[src/rtl/enigma_key_sequencer.sv]
// Per-keystroke controller for the Enigma datapath: latches one key, steps the rotors,
// waits for the combinational datapath to settle, then hands the enciphered letter out.
`timescale 1ns/1ps
module enigma_key_sequencer #(
  parameter int SETTLE_CYCLES = 4,   // 1..15
  parameter int NOTCH1        = 16,
  parameter int NOTCH2        = 4
) (
  input  logic        CLOCK_50,
  input  logic        reset,
  input  logic [25:0] key_in,
  input  logic        step1,
  input  logic        step2,
  input  logic        step3,
  output logic [25:0] key_hold,
  input  logic [25:0] enc_in,
  output logic [4:0]  state1,
  output logic [4:0]  state2,
  output logic [4:0]  state3,
  output logic [25:0] enc_out,
  output logic        out_valid,
  input  logic        out_ready,
  output logic        fault
);

  typedef enum logic [2:0] {
    S_IDLE,
    S_STEP,
    S_SETTLE,
    S_PRESENT,
    S_RELEASE
  } state_t;

  localparam logic [3:0] LP_SETTLE_LOAD = 4'(SETTLE_CYCLES - 1);
  localparam logic [4:0] LP_NOTCH1      = 5'(NOTCH1);
  localparam logic [4:0] LP_NOTCH2      = 5'(NOTCH2);

  state_t      r_state;
  state_t      w_state_next;
  logic [25:0] r_key_hold;
  logic [25:0] r_enc_out;
  logic [4:0]  r_pos1;
  logic [4:0]  r_pos2;
  logic [4:0]  r_pos3;
  logic [3:0]  r_settle_cnt;
  logic [2:0]  r_step_prev;
  logic        r_out_valid;
  logic        r_fault;

  logic [2:0]  w_step_rise;
  logic        w_key_onehot;
  logic        w_enc_onehot;
  logic        w_mid_step;
  logic        w_slow_step;
  logic        w_settle_done;

  function automatic logic is_onehot(input logic [25:0] v);
    return (v != 26'd0) && ((v & (v - 26'd1)) == 26'd0);
  endfunction

  function automatic logic [4:0] inc26(input logic [4:0] p);
    return (p == 5'd25) ? 5'd0 : p + 5'd1;
  endfunction

  assign w_step_rise   = {step3, step2, step1} & ~r_step_prev;
  assign w_key_onehot  = is_onehot(key_in);
  assign w_enc_onehot  = is_onehot(enc_in);
  // Middle-rotor notch also drags the middle rotor itself: the Enigma double-step.
  assign w_slow_step   = (r_pos2 == LP_NOTCH2);
  assign w_mid_step    = (r_pos1 == LP_NOTCH1) || w_slow_step;
  assign w_settle_done = (r_settle_cnt == 4'd0);

  // Reset lands in RELEASE so a key held through reset is never enciphered.
  always_ff @(posedge CLOCK_50 or posedge reset) begin
    if (reset) r_state <= S_RELEASE;
    else       r_state <= w_state_next;
  end

  // NOTE: the default assignment before the case keeps every path driven, so no latch is inferred.
  always_comb begin
    w_state_next = r_state;
    case (r_state)
      S_IDLE:    if (w_key_onehot)     w_state_next = S_STEP;
      S_STEP:                          w_state_next = S_SETTLE;
      S_SETTLE:  if (w_settle_done)    w_state_next = S_PRESENT;
      S_PRESENT: if (out_ready)        w_state_next = S_RELEASE;
      S_RELEASE: if (key_in == 26'd0)  w_state_next = S_IDLE;
      default:                         w_state_next = S_RELEASE;
    endcase
  end

  // NOTE: non-blocking assignments make all three rotors see the pre-step positions in the same edge.
  always_ff @(posedge CLOCK_50 or posedge reset) begin
    if (reset) begin
      r_key_hold   <= 26'd0;
      r_enc_out    <= 26'd0;
      r_pos1       <= 5'd0;
      r_pos2       <= 5'd0;
      r_pos3       <= 5'd0;
      r_settle_cnt <= 4'd0;
      r_step_prev  <= 3'b111;
      r_out_valid  <= 1'b0;
      r_fault      <= 1'b0;
    end else begin
      r_step_prev <= {step3, step2, step1};
      case (r_state)
        S_IDLE: begin
          if (w_key_onehot) begin
            r_key_hold <= key_in;
          end else begin
            if (w_step_rise[0]) r_pos1 <= inc26(r_pos1);
            if (w_step_rise[1]) r_pos2 <= inc26(r_pos2);
            if (w_step_rise[2]) r_pos3 <= inc26(r_pos3);
          end
        end
        S_STEP: begin
          r_pos1 <= inc26(r_pos1);
          if (w_mid_step)  r_pos2 <= inc26(r_pos2);
          if (w_slow_step) r_pos3 <= inc26(r_pos3);
          r_settle_cnt <= LP_SETTLE_LOAD;
        end
        S_SETTLE: begin
          if (w_settle_done) begin
            r_enc_out   <= enc_in;
            r_out_valid <= 1'b1;
            if (!w_enc_onehot) r_fault <= 1'b1;
          end else begin
            r_settle_cnt <= r_settle_cnt - 4'd1;
          end
        end
        S_PRESENT: begin
          if (out_ready) begin
            r_out_valid <= 1'b0;
            r_key_hold  <= 26'd0;
          end
        end
        default: ;
      endcase
    end
  end

  assign key_hold  = r_key_hold;
  assign enc_out   = r_enc_out;
  assign state1    = r_pos1;
  assign state2    = r_pos2;
  assign state3    = r_pos3;
  assign out_valid = r_out_valid;
  assign fault     = r_fault;

endmodule
[config.mk]
export PLATFORM = sky130hd
export DESIGN_NAME = enigma_key_sequencer
export DESIGN_NICKNAME = d
export VERILOG_FILES = /design/src/rtl/enigma_key_sequencer.sv
export SDC_FILE = /design/constraint.sdc
export NUM_CORES = 1
export LEC_CHECK = 0
export ABC_CLOCK_PERIOD_IN_PS = 4000
export CAP_MARGIN = 20
export CORE_MARGIN = 5
export CORE_UTILIZATION = 45
export CTS_CLUSTER_DIAMETER = 30
export CTS_CLUSTER_SIZE = 30
export DETAILED_ROUTE_END_ITERATION = 7
export PLACE_DENSITY_LB_ADDON = 0.3
export SYNTH_ARGS = -nofsm -noshare
export SYNTH_HDL_FRONTEND = slang
export SYNTH_SLANG_ARGS = --single-unit
[constraint.sdc]
create_clock -name CLOCK_50 -period 4 [get_ports CLOCK_50]
set_input_delay 0.6 -clock CLOCK_50 [delete_from_list [all_inputs] [get_ports CLOCK_50]]
set_output_delay 0.6 -clock CLOCK_50 [all_outputs]
set_load 0.01 [all_outputs]
=== After elaboration in Yosys (flattened, before gate mapping) ===
Index checks and enable logic that the tools add are counted.

* Add/subtract/negate cells: 6
* Multiply operators: 0
* Divide/modulo/power cells: 0
* Magnitude comparators: 0
* Equal/unequal tests: 20
* Shift operators: 0
* Muxes and demuxes: 27
* Bitwise logic cells: 5
* Reductions and logical operators: 23

{| class="wikitable"
|+ Operators with widths
! operator !! number
|-
| logical NOT 26 bit || 3
|-
| 2-to-1 mux 5 bit || 11
|-
| bitwise AND 26 bit || 2
|-
| 2-to-1 mux 26 bit || 2
|-
| case mux 26 bit (2 select lines) || 1
|-
| nonzero test 26 bit || 2
|-
| subtractor 26 x 1 -> 26 bit (second input constant) || 2
|-
| case mux 5 bit (2 select lines) || 3
|-
| inequality test 2 bit (second input constant) || 11
|-
| equality test 5 bit (second input constant) || 4
|-
| adder 5 x 1 -> 5 bit (second input constant) || 3
|-
| case mux 3 bit (5 select lines) || 1
|-
| 2-to-1 mux 3 bit || 4
|-
| AND reduction 3 bit || 4
|-
| AND reduction 4 bit || 3
|-
| case mux 4 bit (2 select lines) || 1
|-
| nonzero test 2 bit || 4
|-
| equality test 3 x 2 -> 1 bit (second input constant) || 2
|-
| equality test 5 x 3 -> 1 bit (second input constant) || 1
|-
| logical NOT 4 bit || 1
|-
| 2-to-1 mux 4 bit || 1
|-
| AND reduction 2 bit || 2
|-
| subtractor 4 x 1 -> 4 bit (second input constant) || 1
|-
| bitwise AND 3 bit || 1
|-
| 9 further kinds || 11
|}

* Flip-flop bits (word level): 79
* Bits in latches: 0
* Bits in writable memories: 0
* Memory bits (read-only): 0
* Input port bits: 58
* Output and inout bits: 69
* Logic and storage cells: 91
* Memories: 0

=== Depth between registers and ports, before layout ===
* Depth after elaboration: 6
* Gate-level depth with buffers: 12
* Gate-level depth less buffers: 9

=== Least setup slack after synthesis ===
Ideal clock, no wire load.

* Path type: input-to-reg
* From: in key_in[3]
* To: reg r_pos3[2], in the netlist state3[2]
* Library setup time: 0.125 ns
* Arrival: 3.598 ns
* Required time: 3.875 ns
* Slack: 0.277 ns
* Stages: 11
* Cell sequence: or4_1 > buf_2 > or4b_1 > clkbuf_2 > nor3_1 > xor2_1 > or4_1 > buf_2 > a21oi_4 > nand2b_1 > mux2_2

* Longest elaborated chain between the ends: 6
* Elaborated cells between the ends (all ways): 7
* Classes of those cells: add/sub: 1; eq/ne: 1; bitwise: 1; reduce/logical: 4

{| class="wikitable"
|+ RTL lines
! what !! line !! RTL
|-
| from (decl) || 11 || <nowiki>input logic [25:0] key_in,</nowiki>
|-
| subtractor 26 x 1 -> 26 bit || 58 || <nowiki>return (v != 26'd0) && ((v & (v - 26'd1)) == 26'd0);</nowiki>
|-
| bitwise AND 26 bit || 58 ||
|-
| logical NOT 26 bit || 58 ||
|-
| logical AND 1 bit * || 58 ||
|-
| inequality test 2 bit (no line) * || - ||
|-
| AND reduction 4 bit (no line) * || - ||
|-
| to (signal assigned) || 113 || <nowiki>if (w_step_rise[2]) r_pos3 <= inc26(r_pos3);</nowiki>
|-
| to (signal assigned) || 119 || <nowiki>if (w_slow_step) r_pos3 <= inc26(r_pos3);</nowiki>
|-
| to (decl) || 44 || <nowiki>logic [4:0] r_pos3;</nowiki>
|}

Every way passes the cells marked *; elsewhere a longest branch is shown, timed or not.
A chain may end at the register's enable or synchronous reset.

=== Final worst setup path ===
* From: in key_in[2]
* To: reg r_key_hold[10], in the netlist key_hold[10]

* Longest elaborated chain between the ends: 6
* Elaborated cells between the ends (all ways): 7
* Classes of those cells: add/sub: 1; eq/ne: 1; bitwise: 1; reduce/logical: 4

{| class="wikitable"
|+ RTL lines
! what !! line !! RTL
|-
| subtractor 26 x 1 -> 26 bit || 58 ||
|-
| bitwise AND 26 bit || 58 ||
|-
| logical NOT 26 bit || 58 ||
|-
| logical AND 1 bit * || 58 ||
|-
| inequality test 2 bit (no line) * || - ||
|-
| AND reduction 3 bit (no line) * || - ||
|-
| to (signal assigned) || 109 || <nowiki>r_key_hold <= key_in;</nowiki>
|-
| to (decl) || 40 || <nowiki>logic [25:0] r_key_hold;</nowiki>
|}

Marks and branches as above.

==> results.toml <==
[min_path]
hold_class = "reg -> reg"

[yosys]
ys.flop_type = "dfrtp_1"
synth_top_area_share = 0.4442
synth_cell_type_count = 56
synth.area.top_cells = "dfrtp_1 44%, nand2_1 8.1%, nand3_1 4.0%, o21ai_0 4.0%, inv_1 3.8%"
synth_area_um2 = 4225
synth-async-reset-ratio = 1.000
syn_avg_cell_area_um2 = 8.748
synth-seq-cells = 79
ys_warn_count = 0
yosysTopAreaCell = "dfrtp_1"
synth_cells = 483
syn_nets = 550
synth-edff-count = 0
ys_seq_area_frac = 0.4691

[power]
ir_worst_vdd_uv = 342.7
p_per_area_nw_per_um2 = 661.3
power_leakage_nw = 2.544
p_clk_frac = 0.167
p_sw_mw = 1.429
internal_power_mw = 2.497
total_power_mw = 3.927
pwr-share-seq = 0.378
switching_share = 0.3640
combPwrFrac = 0.455

[sta]
finalSetupViolCount = 0
hold_ws_ns = 0.4771
tightest_slew_ns = 0.9388
period_share = 0.9555
relSlewSlack = 0.3727
finalCriticalPeriod_ns = 3.822
finalMaxSlewViolations = 0
hold_violations = 0
fin_skew_ns = 0.01623
maxClockFrequency_mhz = 261.7

[cts]
clk_transition_reported_paths_ns = 0.08
cts-resized-gates = 0
clockRootBuffer = "clkbuf_8"
cts.path.max_buffers = 2
cts_tree = "yes"
cts_buffers = 9
hold_buffers = 0
clock_sink_count = 79
cts_setup_buffers = 0
htree_levels = 3
worstSkewPairLatency_ns = 0.34

[floorplan]
ioPinCount = 127
dieArea_um2 = 11430
core_um2 = 9196
start_util = 0.4595
die_w_um = 106.9
fp.dieH_um = 106.9
fp-row-count = 35

[finish]
drive_gt1_frac = 0.1005
layout_common_cells = "126 x clkdlybuf4s50_1, 91 x nand2_1, 75 x dfrtp_1"
mostFrequentLayoutCell = "clkdlybuf4s50_1"
n_fill_cell = 777
area_delta_synth_final_pct = 40.54
nNetsFinal = 689
fin_util = 0.6457
post-route-cell-area_um2 = 5938
antenna_cells = 0

[critical_path]
worstPathMaxFanout = 34
worstSetupPathType = "in -> reg"
setup.worst_path.end_class = "register"
required_ns = 4.24
critPathLaunchType = "input pin"
crit_arrival_ns = 4.06

[status]
status = "completed"

[grt]
grt_pass1_vias = 3949
grt-ovfl-total = 0
antenna_found_initial = 0
grt_pass1_wl_um = 18710
grt_max_degree = 61
grt_use_total = 0.2006

[placement]
hpwl_um = 8155
gp_congestion = 0.8769
io_buffers = 126
placed_cell_area_um2 = 5690

[route]
drt_iter0_markers = 193
vias = 3944
drt_first_pass_iters = 5
wl_um = 10990
viasPerCell = 5.344
ant_nets = 0
wire_per_inst_um = 14.88
remaining_drc_errors = 0

[job]
drv_cap = 0
## registers in the layout (all words and copies together), names as in the netlist, 3 cells and up
register / flops
enc_out: 26
key_hold: 26
state1: 5
state2: 5
state3: 5
r_settle_cnt: 4
r_state: 3
r_step_prev: 3
## cell type report
type / instances / area [um^2] / area share
repair buffers: 148 / 1451 / 0.2444
clock inverters: 3 / 68.82 / 0.01159
inverters: 44 / 166.4 / 0.02802
multi-input cells: 340 / 1982 / 0.3338
clock buffers: 13 / 148.9 / 0.02507
flip-flops and latches: 79 / 1982 / 0.3338
well taps: 111 / 138.9 / 0.02339
## kinds of logic (layout without fill, tap and decap cells)
group           Yosys count  after routing  synth area share
buf+inv                  64            208           0.06425
compound gates          109            109            0.1753
fa+ha+maj                15             15           0.04087
xor+xnor                  2              2          0.004146
mux                       4              4          0.009772
simple gates            210            210            0.2366
flops                    79             79            0.4691
## through the flow
stage | setup slack [ns] | setup TNS (ns) | cells
5_1_grt | -0.003777 | -0.006085 | 738
6_report | 0.1782 | 0 | 738
2_1_floorplan | 0.2768 | 0 | 483
4_1_cts | 0.1997 | 0 | 737
3_3_place_gp | -0.04226 | -0.8289 | 721
3_5_place_dp | -0.1394 | -2.765 | 721
## critical path, cell delays in order
cell             delay (ns)
clkdlybuf4s50_1        0.45
or4_1                  0.54
or4b_1                 0.66
o32ai_1                0.34
nand4_1                0.13
or4_1                  0.48
buf_4                  0.19
o22ai_4                0.19
buf_12                 0.23
nand3_1                0.09
o21ai_0                0.14
## path summary, 6_finish.rpt
check | depth (start not counted) | start | endpoint | slack [ns]
max | 11 | key_in[2] | key_hold[10] | 0.18
min | 2 | enc_out[23] | enc_out[23] | 0.48
max reg2reg | 7 | r_state[0] | state2[4] | 1.40
min reg2reg | 2 | enc_out[23] | enc_out[23] | 0.48
max in group asynchronous | 4 | reset | enc_out[24] | 2.70
min in group asynchronous | 2 | reset | key_hold[3] | 0.53
## cell usage after synthesis, drive strengths merged (2+ instances only)
| library cell | n |
|---|---|
| a2111oi | 7 |
| a211oi | 4 |
| a21o | 4 |
| a21oi | 13 |
| a31oi | 3 |
| and3 | 2 |
| buf | 7 |
| clkbuf | 13 |
| dfrtp | 75 |
| dfstp | 4 |
| ha | 9 |
| inv | 43 |
| maj3 | 6 |
| mux2i | 3 |
| nand2 | 91 |
| nand2b | 7 |
| nand3 | 34 |
| nand3b | 4 |
| nand4 | 2 |
| nor2 | 20 |
| nor2b | 5 |
| nor3 | 15 |
| nor4 | 6 |
| o211ai | 2 |
| o21a | 3 |
| o21ai | 52 |
| o22a | 2 |
| o22ai | 3 |
| o31ai | 6 |
| o32ai | 3 |
| or2 | 6 |
| or3 | 9 |
| or4 | 4 |
| xor2 | 2 |
## layer usage
metal | vias up | share of wire | global-route usage
met2 | 113 | 0.49 | 0.3444
li1 | 1953 | - | -
met4 | 0 | 0.011 | 0.07215
met5 | - | 0 | 0
met1 | 1866 | 0.42 | 0.2363
met3 | 12 | 0.074 | 0.06261
## power by group through the flow
stage                     Clock [mW]  Combinational (mW)  Sequential, mW
after global placement             0                1.76            1.48
after CTS                      0.673                1.81            1.49
after floorplan                    0               0.783            1.56
after detailed placement           0                1.80            1.50
after global routing           0.718                1.99            1.55
final                          0.655                1.79            1.49
Note: power is estimated with default switching activity, not from simulation.
